## src/rtl/auction_pkg.sv

```systemverilog
// ----------------------------------------------------------------------------
// auction_pkg
// Shared definitions for the sequential auction controller:
//   - state_t    : controller states IDLE / COLLECT / SCAN / DONE
//   - RST_*      : values the controller loads on reset
//   - NB         : bidder count for the default N (2^N)
//   - bidder_count() : 2^n helper for parameterised instances
// ----------------------------------------------------------------------------
package auction_pkg;

    localparam int N_DEFAULT = 3;
    localparam int W_DEFAULT = 3;

    function automatic int bidder_count(input int n);
        return 1 << n;
    endfunction

    localparam int NB = bidder_count(N_DEFAULT);

    typedef enum logic [1:0] {
        IDLE    = 2'd0,
        COLLECT = 2'd1,
        SCAN    = 2'd2,
        DONE    = 2'd3
    } state_t;

    localparam state_t RST_STATE = IDLE;
    localparam logic   RST_FLAG  = 1'b0;

endpackage

```

## src/rtl/auction_bid_bank.sv

```systemverilog
// ----------------------------------------------------------------------------
// auction_bid_bank
// 2^N x W bid register file plus a per-bidder "submitted" mask.
// Only the first write per bidder is stored; a later write to an id whose
// mask bit is already set is dropped and flagged through o_dup.
//
// Ports:
//   clk, rst_n  : clock, synchronous active-low reset (clears bank and mask)
//   i_clr       : synchronous clear of bank and mask (new round)
//   i_we        : write strobe (one accepted bid transfer)
//   i_wid       : bidder index of the write
//   i_wdata     : bid value of the write
//   i_rid       : read index (scan pointer)
//   o_rdata     : stored value at i_rid (combinational)
//   o_rvalid    : mask bit at i_rid (combinational)
//   o_dup       : current write targets an id that already bid
// ----------------------------------------------------------------------------
module auction_bid_bank
    import auction_pkg::*;
#(
    parameter int N = N_DEFAULT,
    parameter int W = W_DEFAULT
) (
    input  logic         clk,
    input  logic         rst_n,
    input  logic         i_clr,
    input  logic         i_we,
    input  logic [N-1:0] i_wid,
    input  logic [W-1:0] i_wdata,
    input  logic [N-1:0] i_rid,
    output logic [W-1:0] o_rdata,
    output logic         o_rvalid,
    output logic         o_dup
);

    localparam int NBK = bidder_count(N);

    logic [W-1:0]   r_bank [NBK];
    logic [NBK-1:0] r_mask;

    always_ff @(posedge clk) begin
        if (!rst_n || i_clr) begin
            r_mask <= '0;
            for (int i = 0; i < NBK; i++) begin
                r_bank[i] <= '0;
            end
        end else if (i_we && !r_mask[i_wid]) begin
            r_bank[i_wid] <= i_wdata;
            r_mask[i_wid] <= 1'b1;
        end
    end

    assign o_rdata  = r_bank[i_rid];
    assign o_rvalid = r_mask[i_rid];
    assign o_dup    = i_we && r_mask[i_wid];

endmodule

```

## src/rtl/auction_ctrl.sv

```systemverilog
// ----------------------------------------------------------------------------
// auction_ctrl
// Sequential auction for 2^N bidders sharing one bid-entry port.
// COLLECT accepts one bid per bidder until all have bid or TIMEOUT cycles
// have elapsed since start; SCAN walks the bid bank one entry per cycle to
// find the highest bid (lowest index wins ties); DONE presents the result
// until res_ready.
//
// Build option: define SECOND_PRICE_EN for Vickrey pricing (winning_bid is
// the highest bid among the other bidders, 0 if there is only one bidder).
// Without it the winner pays its own bid.
//
// Ports:
//   clk, rst_n          : clock, synchronous active-low reset
//   start               : opens a round (only in IDLE)
//   bid_valid/bid_ready : bid handshake, bid_ready high only in COLLECT
//   bid_id, bid_value   : bidder index and unsigned bid
//   busy                : high in COLLECT and SCAN
//   res_valid/res_ready : result handshake, res_valid high only in DONE
//   winner, winning_bid : winning index and price
//   no_bid              : round closed with zero bids
//   num_bids            : distinct bidders accepted this round
//   dup_err             : a duplicate bid was dropped this round (sticky)
// ----------------------------------------------------------------------------
module auction_ctrl
    import auction_pkg::*;
#(
    parameter int N       = N_DEFAULT,
    parameter int W       = W_DEFAULT,
    parameter int TIMEOUT = 15
) (
    input  logic         clk,
    input  logic         rst_n,
    input  logic         start,
    input  logic         bid_valid,
    output logic         bid_ready,
    input  logic [N-1:0] bid_id,
    input  logic [W-1:0] bid_value,
    output logic         busy,
    output logic         res_valid,
    input  logic         res_ready,
    output logic [N-1:0] winner,
    output logic [W-1:0] winning_bid,
    output logic         no_bid,
    output logic [N:0]   num_bids,
    output logic         dup_err
);

    localparam int NBIDS = bidder_count(N);
    localparam int TW    = $clog2(TIMEOUT) + 1;

    state_t         r_state;
    logic [TW-1:0]  r_timer;
    logic [N-1:0]   r_idx;
    logic [N:0]     r_num_bids;
    logic           r_dup_err;
    logic [N-1:0]   r_winner;
    logic [W-1:0]   r_winning_bid;
    logic           r_no_bid;

    // Running maximum during SCAN
    logic           r_best_vld;
    logic [N-1:0]   r_best_idx;
    logic [W-1:0]   r_best_val;

    logic           w_collect;
    logic           w_xfer;
    logic           w_clr;
    logic           w_dup;
    logic           w_new_bid;
    logic [N:0]     w_num_next;
    logic           w_close;
    logic [W-1:0]   w_rd_val;
    logic           w_rd_vld;
    logic           w_take;
    logic           w_best_vld_n;
    logic [N-1:0]   w_best_idx_n;
    logic [W-1:0]   w_best_val_n;
    logic [W-1:0]   w_price;

    assign w_collect  = (r_state == COLLECT);
    assign w_xfer     = bid_valid && w_collect;
    assign w_clr      = (r_state == IDLE) && start;
    assign w_new_bid  = w_xfer && !w_dup;
    assign w_num_next = r_num_bids + (N+1)'(w_new_bid);
    // A transfer on the closing cycle is already folded into w_num_next.
    assign w_close    = w_collect &&
                        ((w_num_next == (N+1)'(NBIDS)) || (r_timer == TW'(TIMEOUT - 1)));

    auction_bid_bank #(
        .N (N),
        .W (W)
    ) u_bank (
        .clk      (clk),
        .rst_n    (rst_n),
        .i_clr    (w_clr),
        .i_we     (w_xfer),
        .i_wid    (bid_id),
        .i_wdata  (bid_value),
        .i_rid    (r_idx),
        .o_rdata  (w_rd_val),
        .o_rvalid (w_rd_vld),
        .o_dup    (w_dup)
    );

    // Strict greater-than keeps the earlier (lower) index on ties.
    assign w_take       = w_rd_vld && (!r_best_vld || (w_rd_val > r_best_val));
    assign w_best_vld_n = r_best_vld || w_rd_vld;
    assign w_best_idx_n = w_take ? r_idx    : r_best_idx;
    assign w_best_val_n = w_take ? w_rd_val : r_best_val;

`ifdef SECOND_PRICE_EN
    logic         r_sec_vld;
    logic [W-1:0] r_sec_val;
    logic         w_sec_vld_n;
    logic [W-1:0] w_sec_val_n;

    // Runner-up: a displaced best becomes second; otherwise a non-winning
    // entry (including one equal to the best) competes for second place.
    always_comb begin
        w_sec_vld_n = r_sec_vld;
        w_sec_val_n = r_sec_val;
        if (w_take && r_best_vld) begin
            w_sec_vld_n = 1'b1;
            w_sec_val_n = r_best_val;
        end else if (w_rd_vld && !w_take) begin
            if (!r_sec_vld || (w_rd_val > r_sec_val)) begin
                w_sec_vld_n = 1'b1;
                w_sec_val_n = w_rd_val;
            end
        end
    end

    assign w_price = w_sec_vld_n ? w_sec_val_n : '0;
`else
    // r_best_val is zeroed on SCAN entry, so an empty round prices at 0.
    assign w_price = w_best_val_n;
`endif

    always_ff @(posedge clk) begin
        if (!rst_n) begin
            r_state       <= RST_STATE;
            r_timer       <= '0;
            r_idx         <= '0;
            r_num_bids    <= '0;
            r_dup_err     <= RST_FLAG;
            r_winner      <= '0;
            r_winning_bid <= '0;
            r_no_bid      <= RST_FLAG;
            r_best_vld    <= RST_FLAG;
            r_best_idx    <= '0;
            r_best_val    <= '0;
`ifdef SECOND_PRICE_EN
            r_sec_vld     <= RST_FLAG;
            r_sec_val     <= '0;
`endif
        end else begin
            case (r_state)
                IDLE: begin
                    if (start) begin
                        r_state    <= COLLECT;
                        r_timer    <= '0;
                        r_num_bids <= '0;
                        r_dup_err  <= 1'b0;
                    end
                end
                COLLECT: begin
                    r_timer    <= r_timer + TW'(1);
                    r_num_bids <= w_num_next;
                    if (w_xfer && w_dup) begin
                        r_dup_err <= 1'b1;
                    end
                    if (w_close) begin
                        r_state    <= SCAN;
                        r_idx      <= '0;
                        r_best_vld <= 1'b0;
                        r_best_idx <= '0;
                        r_best_val <= '0;
`ifdef SECOND_PRICE_EN
                        r_sec_vld  <= 1'b0;
                        r_sec_val  <= '0;
`endif
                    end
                end
                SCAN: begin
                    r_idx      <= r_idx + N'(1);
                    r_best_vld <= w_best_vld_n;
                    r_best_idx <= w_best_idx_n;
                    r_best_val <= w_best_val_n;
`ifdef SECOND_PRICE_EN
                    r_sec_vld  <= w_sec_vld_n;
                    r_sec_val  <= w_sec_val_n;
`endif
                    if (r_idx == N'(NBIDS - 1)) begin
                        r_state       <= DONE;
                        r_winner      <= w_best_vld_n ? w_best_idx_n : '0;
                        r_winning_bid <= w_price;
                        r_no_bid      <= (r_num_bids == '0);
                    end
                end
                DONE: begin
                    if (res_ready) begin
                        r_state <= IDLE;
                    end
                end
                default: r_state <= IDLE;
            endcase
        end
    end

    assign bid_ready   = w_collect;
    assign busy        = w_collect || (r_state == SCAN);
    assign res_valid   = (r_state == DONE);
    assign winner      = r_winner;
    assign winning_bid = r_winning_bid;
    assign no_bid      = r_no_bid;
    assign num_bids    = r_num_bids;
    assign dup_err     = r_dup_err;

endmodule

```

## config.mk

```make
export PLATFORM = sky130hd
export DESIGN_NAME = auction_ctrl
export DESIGN_NICKNAME = d
export VERILOG_FILES = /design/src/rtl/auction_pkg.sv /design/src/rtl/auction_bid_bank.sv /design/src/rtl/auction_ctrl.sv
export SDC_FILE = /design/constraint.sdc
export NUM_CORES = 1
export LEC_CHECK = 0
export BUFFER_PORTS_ARGS = -buffer_cell sky130_fd_sc_hd__buf_2
export CAP_MARGIN = 20
export CORE_MARGIN = 5
export CORE_UTILIZATION = 30
export DETAILED_ROUTE_END_ITERATION = 8
export PLACE_DENSITY_LB_ADDON = 0.12
export SYNTH_ARGS = -nofsm -noshare
export SYNTH_HDL_FRONTEND = slang
export SYNTH_HIERARCHICAL = 1
export SYNTH_SLANG_ARGS = --single-unit
```

## constraint.sdc

```tcl
create_clock -name clk -period 6.1 [get_ports clk]
set_input_delay 1.22 -clock clk [delete_from_list [all_inputs] [get_ports clk]]
set_output_delay 1.22 -clock clk [all_outputs]
set_load 0.01 [all_outputs]
```

* Word level (Yosys, flattened, before mapping)
Memory sizes are Yosys's and may differ from the RTL's. A register that Yosys moved wholly into a read port is not among the register bits. Cells that the tools add are included.
Operators by class: add/sub/neg operators 3, multiply operators 0, divide/modulo/power cells 0, magnitude comparators 4, equal/unequal tests 11, shift operators 0, multiplexer cells 37, bitwise operators 1, reductions and logical operators 28
Operators by type and width (number):
- 3-bit two-way mux | 8
- 3-bit case mux with 2 select lines | 3
- 1-bit two-way mux | 12
- 5-bit case mux with 2 select lines | 1
- 1-bit logical AND | 9
- 3-bit by 4-bit < comparator with 1-bit output (second input constant) | 2
- 2-bit two-way mux | 4
- 8-bit OR | 1
- 2-bit case mux with 4 select lines | 1
- 4-bit case mux with 2 select lines | 1
- 1-bit binary-select mux with 3-bit select | 2
- 2-bit by 1-bit != test with 1-bit output (second input constant) | 3
- 2-bit AND reduction | 3
- 5-bit by 1-bit adder with 5-bit output (second input constant) | 1
- 5-bit by 4-bit equality test with 1-bit output (second input constant) | 1
- 1-bit logical OR | 5
- 5-bit two-way mux | 1
- 4-bit by 1-bit adder with 4-bit output | 1
- 2-bit equality test (second input constant) | 2
- 4-bit equality test (second input constant) | 1
- 1-bit logical NOT | 4
- 4-bit logical NOT | 1
- 4-bit two-way mux | 1
- 2-bit != test (second input constant) | 2
- 12 further kinds | 14
Storage, ports and cells: bits in registers 37, bits in latches 0, bits in writable memories 24, bits in read-only memories 0, input bits 11, output and inout port bits 15, logic and storage cells 97, memories 1
Memories:
- u_bank.r_bank | words 8, bits a word 3, read ports 1, clocked after Yosys merged registers in 1, write ports 8, RTL line auction_bid_bank.sv:38 | logic [W-1:0] r_bank [NBK];

* Depth between registers and ports, before layout
depth after elaboration 13, gate-level depth with buffers 13, depth with buffers taken out 11

* Hierarchy
Netlist, hierarchy kept.
By module, submodules not included:
- auction_bid_bank | instances 1, cells each 139, area an instance 1644.1 um^2, seq. area each 880.8 um^2
- auction_ctrl | instances 1, cells each 173, area an instance 1542.7 um^2, seq. area each 580.6 um^2

* Worst setup path before layout
Ideal clock, no wire load.
kind input to register, start input port bid_id[1], end register r_best_idx[2], library setup time 0.117 ns, arrival time 3.755 ns, data required time 5.983 ns, slack 2.228 ns, stages on the path 13, buffers on the path 2, path through buf_6 or3b_1 a21oi_2 a21o_1 buf_6 o31a_1 nor2b_1 ha_1 ha_1 or2_2 o311ai_4 o22ai_4 a22o_1
On the way: longest elaborated chain between the ends 11
RTL lines:
- from (decl) | RTL line auction_ctrl.sv:37 | input logic [N-1:0] bid_id,
- 1-bit binary-select mux with 3-bit select | RTL line auction_bid_bank.sv:55 | assign o_dup = i_we && r_mask[i_wid];
- 1-bit two-way mux (implied by the code) | RTL line auction_bid_bank.sv:55
- 1-bit logical AND | RTL line auction_bid_bank.sv:55
- via w_dup | RTL line auction_ctrl.sv:69 | logic w_dup;
- 1-bit logical NOT | RTL line auction_ctrl.sv:84 | assign w_new_bid = w_xfer && !w_dup;
- 1-bit logical AND | RTL line auction_ctrl.sv:84
- 4-bit by 1-bit adder with 4-bit output | RTL line auction_ctrl.sv:85 | assign w_num_next = r_num_bids + (N+1)'(w_new_bid);
- 4-bit equality test | RTL line auction_ctrl.sv:88 | ((w_num_next == (N+1)'(NBIDS)) || (r_timer == TW'(TIMEOUT - 1)));
- 1-bit logical OR | RTL line auction_ctrl.sv:88
- 1-bit logical AND | RTL line auction_ctrl.sv:87 | assign w_close = w_collect &&
- 2-bit by 1-bit != test with 1-bit output (no source line)
- 2-bit AND reduction (no source line)
- to (signal assigned) | RTL line auction_ctrl.sv:188 | r_best_idx <= w_best_idx_n;
- to (decl) | RTL line auction_ctrl.sv:63 | logic [N-1:0] r_best_idx;
The timed path passes the listed nets, and every way through them passes these cells. The select of a mux whose other input is x is not followed. A chain may end at the register's enable or synchronous reset.

* Worst setup path after layout
start input port bid_id[2], end register r_best_idx[2]
Same word-level chain as after synthesis.

==> impl_metrics.tcl <==
set metrics [dict create \
    ir_drop_uv 104.4 \
    synth_cells 312 \
    stdcell_area_um2 3617 \
    overflow 0 \
    synthAdderAreaFrac 0.05497 \
    antenna_left 0 \
    timing.rr.start "r_state[1]" \
    viasPerCell 5.004 \
    final_util 0.3504 \
    synth_ff_type "dfxtp_1" \
    grt_first_pass_wirelength_um 12880 \
    switchingPower_mw 0.3808 \
    grt_pass1_vias 2393 \
    drive_above_1_share 0.1834 \
    place_area_um2 3395 \
    diodes 0 \
    grt_use_total 0.1277 \
    switching_share 0.3176 \
    holdBufCountCts 0 \
    synthDominantCellAreaShare 0.2324 \
    seqPwrFrac 0.419 \
    synth_compound_area_frac 0.1468 \
    wire_per_inst_um 16.47 \
    final_nets 358 \
    cts_max_level 3 \
    synthArstFlopShare 0 \
    cp-startpoint "bid_id[2]" \
    leakagePower_nw 1.330 \
    critical_path_class "primary input to register" \
    wirelength_um 7809 \
    synth-edff-count 24 \
    clk_pin_slew_ps 70 \
    maxSlewViolCount 0 \
    p_clk_frac 0.341 \
    clockRootBuffer "clkbuf_8" \
    ctsResizeCount 0 \
    synth.cell_area_um2 3187 \
    totalNegativeSetupSlack_ps 0 \
    dr.pass1.iters 7 \
    die_area_um2 12780 \
    worst_setup_path_start_kind "primary input" \
    crit_fanout 18 \
    power_density_nw_per_um2 331.5 \
    critPathRequiredTime_ps 6330 \
    ys_types 52 \
    synth.area.top_cells "dfxtp_1 23%, edfxtp_1 23%, mux4_2 5.7%" \
    dp_hpwl_um 5718 \
    worstHoldStart "no_bid" \
    grt_max_degree 23 \
    worstHoldPathType "register to register" \
    vias 2372 \
    area_delta_synth_final_pct 13.51 \
    cts_tree "done" \
    ys_seq_area_frac 0.4586 \
    finalCritPeriodShare 0.6793 \
    gp_congestion 0.7665 \
    cts_setup_buffers 0 \
    final_cell_mix "38 x nand2_1, 37 x dfxtp_1, 27 x nor2_1" \
    hold_viol 0 \
    rows 37 \
    cts.sinks 61 \
    period_needed_ps 4144 \
    setup_viol 0 \
    clk_latency_ps 330 \
    dp_cells 458 \
    synth_top_family_by_area "simple AND/OR/NAND/NOR gates" \
    fin_cells 474 \
    p_comb_frac 0.240 \
    worst_pin_slew_ps 755.4 \
    antenna_found_initial 0 \
    holdWs_ps 461.1 \
    top_level_ports 26 \
    power_mw 1.199 \
    start_util 0.3087 \
    layout_commonest_cell "nand2_1" \
    die_h_um 113.1 \
    ys_seq_elements 61 \
    numPortBuffers 25 \
    syn_area_per_cell_um2 10.21 \
    worst_slack_ps 1956 \
    clk_path_buf_depth 2 \
    drc 0 \
    cts-buffers-inserted 9 \
    muxShareOfSynthArea 0.09580 \
    synth_fp_nets 337 \
    yosys.area.top_type "dfxtp_1" \
    die-width_um 113.1 \
    synth_warnings 6 \
    synth-xor-area-share 0.01374 \
    fin_worst_skew_ps 6.003 \
    yosys.area_share.simple 0.1837 \
    rsz0062_at_grt "no" \
    drtIter0Drc 89 \
    core_area_um2 10320 \
    fmax_ghz 0.2413 \
    drv_cap 0 \
    crit_path_end_kind "register" \
    slew_headroom 0.4957 \
    p_int_mw 0.8183 \
    arrival_ps 4370 \
    status "complete, no violations" \
    detailedPlace.worstSlack_ps 1595 \
]
==> per-layer routing <==
layer / GRT usage / share of wire / vias to the layer above
met2: 0.2070 / 0.47 / 38
li1: - / - / 1185
met1: 0.1729 / 0.49 / 1142
met5: 0 / 0 / -
met3: 0.02781 / 0.033 / 7
met4: 0.03365 / 0.010 / 0
==> final timing paths <==
path                         to  slack, ps  cells after the start
setup / recovery  r_best_idx[2]       1960                     12
hold / removal           no_bid        460                      2
setup reg to reg  r_best_idx[2]       2660                     11
hold reg to reg          no_bid        460                      2
==> power groups by stage <==
stage / combinational (mW) / sequential [mW] / clock, mW
final: 0.287 / 0.503 / 0.409
after global routing: 0.321 / 0.510 / 0.437
after CTS: 0.294 / 0.504 / 0.422
after detailed placement: 0.291 / 0.513 / 0
after global placement: 0.289 / 0.513 / 0
after floorplan: 0.232 / 0.492 / 0
==> Yosys cell counts, drive strengths merged, types with 7 or more instances <==
cell / n
nor2: 27
o31ai: 8
clkbuf: 8
nor4: 8
nor2b: 7
inv: 13
o21ai: 17
nor3: 9
nand3: 10
nand2b: 8
mux4: 8
ha: 14
edfxtp: 24
buf: 8
dfxtp: 37
nand2: 38
a21oi: 9
mux2i: 8
==> worst max-delay path, stage by stage <==
cell      delay (ps)
buf_2            150
or3b_1           400
a21oi_2          160
a21o_1           480
o31a_1           250
nor2b_1           60
ha_1             200
ha_1             280
or2_2            320
o311ai_4         420
o22ai_4          160
a22o_1           260
==> flip-flops by register name (all words and copies together) (netlist names) <==
name and flops:
no_bid 1, r_timer 5, dup_err 1, r_best_idx 3
r_state 2, r_best_val 3, u_bank/r_mask 8, winning_bid 3
r_best_vld 1, u_bank/r_bank 24, num_bids 4, r_idx 3
winner 3
==> area by class of cell <==
type                    instances  area, um2
clock buffers                  10      137.6
clock inverters                 6      85.08
fillers                      1067       6706
inverters                      14      52.55
multi-input cells             221       1578
flip-flops and latches         61       1461
well taps                     136      170.2
repair buffers                 26      132.6
==> cell families (layout without fill, tap and decap cells) <==
group / count (synthesis) / in the layout
and+or+nand+nor: 119 / 119
xor gates and xnor gates: 5 / 5
DFF: 61 / 61
muxes: 20 / 20
adders and majority gates: 14 / 14
AOI/OAI and AO/OA: 63 / 63
buffers and inverters: 30 / 56
(Power assumes the default switching activity.)
